### src/rtl/mc_pkg.sv
// mc_pkg: shared encodings for the multi-cycle MIPS-subset core.
// Holds opcode/funct values, the control FSM state type and the ALU operation type.
package mc_pkg;

    localparam logic [5:0] OP_RTYPE = 6'h00;
    localparam logic [5:0] OP_J     = 6'h02;
    localparam logic [5:0] OP_BEQ   = 6'h04;
    localparam logic [5:0] OP_BNE   = 6'h05;
    localparam logic [5:0] OP_ADDI  = 6'h08;
    localparam logic [5:0] OP_LW    = 6'h23;
    localparam logic [5:0] OP_SW    = 6'h2B;

    localparam logic [5:0] FN_ADD = 6'h20;
    localparam logic [5:0] FN_SUB = 6'h22;
    localparam logic [5:0] FN_AND = 6'h24;
    localparam logic [5:0] FN_OR  = 6'h25;
    localparam logic [5:0] FN_SLT = 6'h2A;

    localparam int REG_AW = 5;

    typedef enum logic [2:0] {S_FETCH, S_DECODE, S_EXEC, S_MEM, S_WB, S_HALT} state_e;
    typedef enum logic [2:0] {ALU_ADD, ALU_SUB, ALU_AND, ALU_OR, ALU_SLT} alu_op_e;

    typedef struct packed {
        logic    valid;
        alu_op_e op;
    } alu_dec_t;

    // Unsupported funct codes come back with valid=0 and retire as a NOP.
    function automatic alu_dec_t decode_funct(input logic [5:0] funct);
        alu_dec_t d;
        d.valid = 1'b1;
        d.op    = ALU_ADD;
        case (funct)
            FN_ADD:  d.op = ALU_ADD;
            FN_SUB:  d.op = ALU_SUB;
            FN_AND:  d.op = ALU_AND;
            FN_OR:   d.op = ALU_OR;
            FN_SLT:  d.op = ALU_SLT;
            default: d.valid = 1'b0;
        endcase
        return d;
    endfunction

endpackage

### src/rtl/mc_regfile.sv
// mc_regfile: NREG x XLEN register file, two async read ports, one sync write port.
// r0 always reads zero and writes to it are dropped.
module mc_regfile
    import mc_pkg::*;
#(
    parameter int XLEN = 32,
    parameter int NREG = 32
) (
    input  logic              clk,
    input  logic              rst,
    input  logic [REG_AW-1:0] ra1,
    input  logic [REG_AW-1:0] ra2,
    output logic [XLEN-1:0]   rd1,
    output logic [XLEN-1:0]   rd2,
    input  logic              we,
    input  logic [REG_AW-1:0] wa,
    input  logic [XLEN-1:0]   wd
);

    logic [XLEN-1:0] regs_q [NREG];

    // NOTE: the array is cleared by reset because every register must read 0 after reset;
    // a register file without that guarantee could be left unreset and mapped to RAM.
    always_ff @(posedge clk or negedge rst) begin
        if (!rst) begin
            for (int i = 0; i < NREG; i++) regs_q[i] <= '0;
        end else if (we && (wa != '0)) begin
            regs_q[wa] <= wd;
        end
    end

    assign rd1 = (ra1 == '0) ? '0 : regs_q[ra1];
    assign rd2 = (ra2 == '0) ? '0 : regs_q[ra2];

endmodule

### src/rtl/mc_datapath.sv
// mc_datapath: multi-cycle MIPS-subset core; fetch and data share one req/ready memory port.
// Define PERF_CNT_EN to build the cycle and retired-instruction counters (tied to 0 otherwise).
module mc_datapath
    import mc_pkg::*;
#(
    parameter int              XLEN     = 32,
    parameter int              NREG     = 32,
    parameter logic [XLEN-1:0] RESET_PC = '0
) (
    input  logic            clk,
    input  logic            rst,
    output logic            mem_req,
    output logic            mem_we,
    output logic [XLEN-1:0] mem_addr,
    output logic [XLEN-1:0] mem_wdata,
    input  logic [XLEN-1:0] mem_rdata,
    input  logic            mem_ready,
    output logic            halted,
    output logic [XLEN-1:0] pc,
    output logic [31:0]     cycle_cnt,
    output logic [31:0]     instret_cnt
);

    localparam logic [XLEN-1:0] PC_STEP = XLEN'(4);

    state_e          state_q, state_d;
    logic [XLEN-1:0] pc_q, pc_d, a_q, a_d, b_q, b_d;
    logic [XLEN-1:0] alu_out_q, alu_out_d, mdr_q, mdr_d;
    logic [31:0]     ir_q, ir_d;
    logic            halted_q, halted_d;

    logic [5:0]        opcode, funct;
    logic [REG_AW-1:0] rs, rt, rd;
    logic [XLEN-1:0]   sext_imm, addr_raw;
    logic [XLEN-1:0]   rf_rd1, rf_rd2, rf_wd;
    logic [REG_AW-1:0] rf_wa;
    logic              rf_we, mem_xfer;

    assign opcode   = ir_q[31:26];
    assign rs       = ir_q[25:21];
    assign rt       = ir_q[20:16];
    assign rd       = ir_q[15:11];
    assign funct    = ir_q[5:0];
    assign sext_imm = {{(XLEN-16){ir_q[15]}}, ir_q[15:0]};

    mc_regfile #(.XLEN(XLEN), .NREG(NREG)) u_regfile (
        .clk (clk),
        .rst (rst),
        .ra1 (rs),
        .ra2 (rt),
        .rd1 (rf_rd1),
        .rd2 (rf_rd2),
        .we  (rf_we),
        .wa  (rf_wa),
        .wd  (rf_wd)
    );

    alu_dec_t        alu_dec;
    alu_op_e         alu_op;
    logic [XLEN-1:0] alu_b, alu_y;

    always_comb begin
        alu_dec = decode_funct(funct);
        alu_op  = (opcode == OP_RTYPE) ? alu_dec.op : ALU_ADD;
        alu_b   = (opcode == OP_RTYPE) ? b_q : sext_imm;
        case (alu_op)
            ALU_ADD: alu_y = a_q + alu_b;
            ALU_SUB: alu_y = a_q - alu_b;
            ALU_AND: alu_y = a_q & alu_b;
            ALU_OR:  alu_y = a_q | alu_b;
            ALU_SLT: alu_y = {{(XLEN-1){1'b0}}, ($signed(a_q) < $signed(alu_b))};
            default: alu_y = '0;
        endcase
    end

    // Requests are decoded from the state and forced low while reset is asserted,
    // so a reset mid-transaction withdraws the request in the same cycle.
    assign mem_req   = rst && ((state_q == S_FETCH) || (state_q == S_MEM));
    assign mem_we    = rst && (state_q == S_MEM) && (opcode == OP_SW);
    assign addr_raw  = (state_q == S_MEM) ? alu_out_q : pc_q;
    assign mem_addr  = {addr_raw[XLEN-1:2], 2'b00};
    assign mem_wdata = b_q;
    assign mem_xfer  = mem_req && mem_ready;
    assign halted    = halted_q;
    assign pc        = pc_q;

    always_comb begin
        // NOTE: every value assigned here gets a default first, so no path infers a latch.
        state_d   = state_q;
        pc_d      = pc_q;
        ir_d      = ir_q;
        a_d       = a_q;
        b_d       = b_q;
        alu_out_d = alu_out_q;
        mdr_d     = mdr_q;
        halted_d  = halted_q;
        rf_we     = 1'b0;
        rf_wa     = rt;
        rf_wd     = alu_out_q;
        case (state_q)
            S_FETCH: if (mem_xfer) begin
                ir_d    = mem_rdata[31:0];
                pc_d    = pc_q + PC_STEP;
                state_d = S_DECODE;
            end
            S_DECODE: if (ir_q == '0) begin
                state_d  = S_HALT;
                halted_d = 1'b1;
            end else begin
                a_d       = rf_rd1;
                b_d       = rf_rd2;
                alu_out_d = pc_q + (sext_imm << 2);
                state_d   = S_EXEC;
            end
            S_EXEC: begin
                state_d = S_FETCH;
                case (opcode)
                    OP_RTYPE: if (alu_dec.valid) begin
                        alu_out_d = alu_y;
                        state_d   = S_WB;
                    end
                    OP_ADDI: begin
                        alu_out_d = alu_y;
                        state_d   = S_WB;
                    end
                    OP_LW, OP_SW: begin
                        alu_out_d = alu_y;
                        state_d   = S_MEM;
                    end
                    OP_BEQ: if (a_q == b_q) pc_d = alu_out_q;
                    OP_BNE: if (a_q != b_q) pc_d = alu_out_q;
                    OP_J:   pc_d = {pc_q[XLEN-1:28], ir_q[25:0], 2'b00};
                    default: ;
                endcase
            end
            S_MEM: if (mem_xfer) begin
                if (opcode == OP_LW) begin
                    mdr_d   = mem_rdata;
                    state_d = S_WB;
                end else begin
                    state_d = S_FETCH;
                end
            end
            S_WB: begin
                state_d = S_FETCH;
                case (opcode)
                    OP_RTYPE: begin
                        rf_we = 1'b1;
                        rf_wa = rd;
                    end
                    OP_ADDI: rf_we = 1'b1;
                    OP_LW: begin
                        rf_we = 1'b1;
                        rf_wd = mdr_q;
                    end
                    default: ;
                endcase
            end
            S_HALT:  ;
            default: state_d = S_FETCH;
        endcase
    end

    // NOTE: sequential state uses non-blocking assignments so every flop samples pre-edge values.
    always_ff @(posedge clk or negedge rst) begin
        if (!rst) begin
            state_q   <= S_FETCH;
            pc_q      <= RESET_PC;
            ir_q      <= '0;
            a_q       <= '0;
            b_q       <= '0;
            alu_out_q <= '0;
            mdr_q     <= '0;
            halted_q  <= 1'b0;
        end else begin
            state_q   <= state_d;
            pc_q      <= pc_d;
            ir_q      <= ir_d;
            a_q       <= a_d;
            b_q       <= b_d;
            alu_out_q <= alu_out_d;
            mdr_q     <= mdr_d;
            halted_q  <= halted_d;
        end
    end

`ifdef PERF_CNT_EN
    logic [31:0] cycle_cnt_q, cycle_cnt_d, instret_cnt_q, instret_cnt_d;
    logic        retire;

    // Only EXEC, MEM and WB can move into FETCH, so this marks exactly one retirement.
    assign retire = (state_d == S_FETCH) && (state_q != S_FETCH);

    always_comb begin
        cycle_cnt_d   = cycle_cnt_q + 32'd1;
        instret_cnt_d = instret_cnt_q + {31'd0, retire};
    end

    always_ff @(posedge clk or negedge rst) begin
        if (!rst) begin
            cycle_cnt_q   <= '0;
            instret_cnt_q <= '0;
        end else begin
            cycle_cnt_q   <= cycle_cnt_d;
            instret_cnt_q <= instret_cnt_d;
        end
    end

    assign cycle_cnt   = cycle_cnt_q;
    assign instret_cnt = instret_cnt_q;
`else
    assign cycle_cnt   = '0;
    assign instret_cnt = '0;
`endif

endmodule

### config.mk
export PLATFORM = sky130hd
export DESIGN_NAME = mc_datapath
export DESIGN_NICKNAME = d
export VERILOG_FILES = /design/src/rtl/mc_pkg.sv /design/src/rtl/mc_regfile.sv /design/src/rtl/mc_datapath.sv
export SDC_FILE = /design/constraint.sdc
export NUM_CORES = 2
export LEC_CHECK = 0
export BUFFER_PORTS_ARGS = -buffer_cell sky130_fd_sc_hd__buf_2
export CORE_MARGIN = 8
export CORE_UTILIZATION = 25
export DETAILED_ROUTE_END_ITERATION = 6
export GPL_ROUTABILITY_DRIVEN = 0
export SYNTH_ARGS = -nofsm -noshare
export SYNTH_HDL_FRONTEND = slang
export SYNTH_SLANG_ARGS = --single-unit
### constraint.sdc
create_clock -name clk -period 5.6 [get_ports clk]
set_clock_uncertainty 0.1 [all_clocks]
set_input_delay 0 -clock clk [delete_from_list [all_inputs] [get_ports clk]]
set_output_delay 0 -clock clk [all_outputs]
set_load 0.005 [all_outputs]
==> results.json <==
{
  "status": "finished, violations left",
  "violations": "design-rule violations",
  "worstSkewPairLatency_ns": 0.81,
  "max_slew_margin_pct": 8.63,
  "layout_common_cells": "dfrtp_1 (1,209), nand2_1 (854), o21ai_0 (657), a21oi_1 (599), nor2_1 (584)",
  "layout_commonest_cell": "dfrtp_1",
  "die_y_um": 544,
  "cts_buffers": 136,
  "multiInputGateArea_um2": 36000,
  "synth_cells": 6710,
  "synth_area_leaders": "dfrtp_1 (44%), mux4_2 (16%), o21ai_0 (4.7%)",
  "crit_type": "reg2reg",
  "ys_ff_latch": 1220,
  "cap_viol_max_count": 0,
  "hold_ws_ns": 0.0380,
  "worstPathRequired_ns": 6.15,
  "synth_cell_types": 97,
  "core_um2": 277000,
  "fin_util_pct": 28.6,
  "period_share_pct": 93.0,
  "crit_arrival_ns": 5.76,
  "syn_area_per_cell_um2": 10.4,
  "min-delay-path-class": "in2reg",
  "instances_no_fill": 10383,
  "pin_count": 198,
  "io_buffers": 131,
  "finalPower_mw": 34.4,
  "synth_edf_count": 0,
  "grt_first_pass_wirelength_mm": 360,
  "pre_cts_ws_ns": 0.382,
  "die_w_um": 544,
  "vias": 55271,
  "worstReg2RegStart": "ir_q[29]",
  "grt.overflow.total": 0,
  "grt_max_degree": 182,
  "post_cts_buffers": 0,
  "ys_warn_count": 0,
  "hold_start": "mem_rdata[20]",
  "cp-start-kind": "flop",
  "peakVddDrop_v": 0.000377,
  "drt_iter0_markers": 7121,
  "finalHoldViolCount": 0,
  "slew_violations": 0,
  "final-setup-viol-count": 0,
  "synth_area_um2": 69600,
  "yosysSeqAreaShare_pct": 43.9,
  "rsz0062_at_grt": "no",
  "start_util_pct": 25.1,
  "grt_pass1_vias": 54349,
  "cts_tree": "done",
  "htree_levels": 4,
  "design_area_um2": 79100,
  "synth_ff_type": "dfrtp_1",
  "hpwl_mm": 151,
  "leakagePower_nw": 33.4,
  "powerDensity_nw_per_um2": 434,
  "max_freq_mhz": 192,
  "cts.clk_slew.worst_paths_ns": 0.06,
  "worstMarginPinSlew_ns": 1.34,
  "clock_path_buffers": 3,
  "setup.worst_path.start": "ir_q[29]",
  "avgRoutedWirePerCell_um": 23.3,
  "dr.pass1.iters": 7,
  "routed_wl_mm": 242,
  "drive_above_1_share_pct": 19.3,
  "synth_top_area_cell": "dfrtp_1",
  "avgViaCountPerCell": 5.32,
  "die_area_um2": 295000,
  "period_minus_slack_ns": 5.21,
  "cts_root_buf": "clkbuf_16",
  "place_area_um2": 73800,
  "final-seq-area_um2": 30600,
  "clock-sinks": 1220,
  "worst_slack_ns": 0.391,
  "synthArstFlopShare_pct": 100,
  "drcViolationCount": 5,
  "final.setup.tns_ns": 0,
  "grt_use_total_pct": 15.8,
  "crit_path_max_fanout": 25,
  "end_kind": "flop",
  "yosysTopAreaCellShare_pct": 43.9,
  "ant_nets": 0,
  "nNetsFinal": 6750,
  "grt_antenna_before_repair": 9,
  "rows": 193,
  "dp.cells": 10072,
  "fillers": 28523,
  "area_growth_pct": 13.7
}
==> state kept, by name, summed over array words and instances, names as in the netlist <==
register,flops
a_q,32
alu_out_q,32
halted,1
ir_q,32
mdr_q,32
mem_wdata,32
pc,32
state_q,3
u_regfile.regs_q,1024
==> routing by layer <==
layer	part of all wire (%)	GRT usage, %
met4	4.0	5.96
met2	44	24.3
met3	9.9	3.42
met1	42	21.8
met5	0.0087	0
==> cell usage after synthesis, types with 48 or more instances <==
cell and count:
o22ai_1 49, inv_1 116, buf_1 64, o21ai_0 657, ha_1 141, o211ai_1 54
clkbuf_1 363, mux4_2 493, nor2_1 587, nand3_1 48, a22oi_1 53, nand2_1 856
o21ai_1 165, dfrtp_1 1220, a221oi_1 64, a21oi_1 599, mux2_2 139, mux2i_1 225
xnor2_1 50, buf_4 71, buf_2 190
==> area by class of cell <==
class | instances | share of cell area, %
inverters | 116 | 0.550
multi-input cells | 4743 | 45.5
diodes | 3 | 0.00949
well taps | 3705 | 5.86
clock buffers | 189 | 4.97
flip-flops and latches | 1220 | 38.6
clock inverters | 53 | 0.851
repair buffers | 354 | 3.59
==> path summary, 6_finish.rpt <==
path / endpoint / slack [ns] / depth (start not counted)
setup reg to reg: alu_out_q[21] / 0.39 / 14
setup / recovery: alu_out_q[21] / 0.39 / 14
min in group asynchronous: u_regfile.regs_q[968] / 0.42 / 4
max in group asynchronous: u_regfile.regs_q[515] / 3.03 / 5
hold / removal: mdr_q[20] / 0.04 / 3
hold reg to reg: u_regfile.regs_q[1019] / 0.29 / 0
==> where the power goes <==
group | internal [mW] | switching (mW)
Sequential | 9.29 | 1.52
Clock | 5.52 | 3.83
Combinational | 4.86 | 9.35
Total | 19.7 | 14.7
==> cell families (layout without fill, tap and decap cells) <==
logic type	count (synthesis)	count (layout)	synth area share (%)
buffers and inverters	812	712	5.18
adder cells (fa/ha/maj)	144	144	2.62
XOR/XNOR	57	57	0.717
AND/OR/NAND/NOR	1713	1713	10.3
flip-flops	1220	1220	43.9
multiplexers	857	857	21.4
AO/OA/AOI/OAI	1906	1906	15.9
other	1	69	0.00539
==> worst max-delay path, cell delays in order (launching register included) <==
cell	delay [ns]
dfrtp_1	0.49
or4_4	0.63
nor2_8	0.41
a21o_1	0.25
inv_1	0.08
ha_1	0.43
o211ai_1	0.14
o21a_1	0.26
a211oi_2	0.39
o21ai_0	0.22
a2111oi_0	0.78
o21a_1	0.23
nor3_1	0.05
a311oi_1	0.43
o221ai_1	0.17
==> what timing repair did <==
action | CTS | global route
hold buffers | 66 | 0
endpoints found under the hold margin | 697 | 0
resized for setup | 0 | 1
endpoints found under the setup margin | 0 | 1
Power figures use the tool's default switching activity.
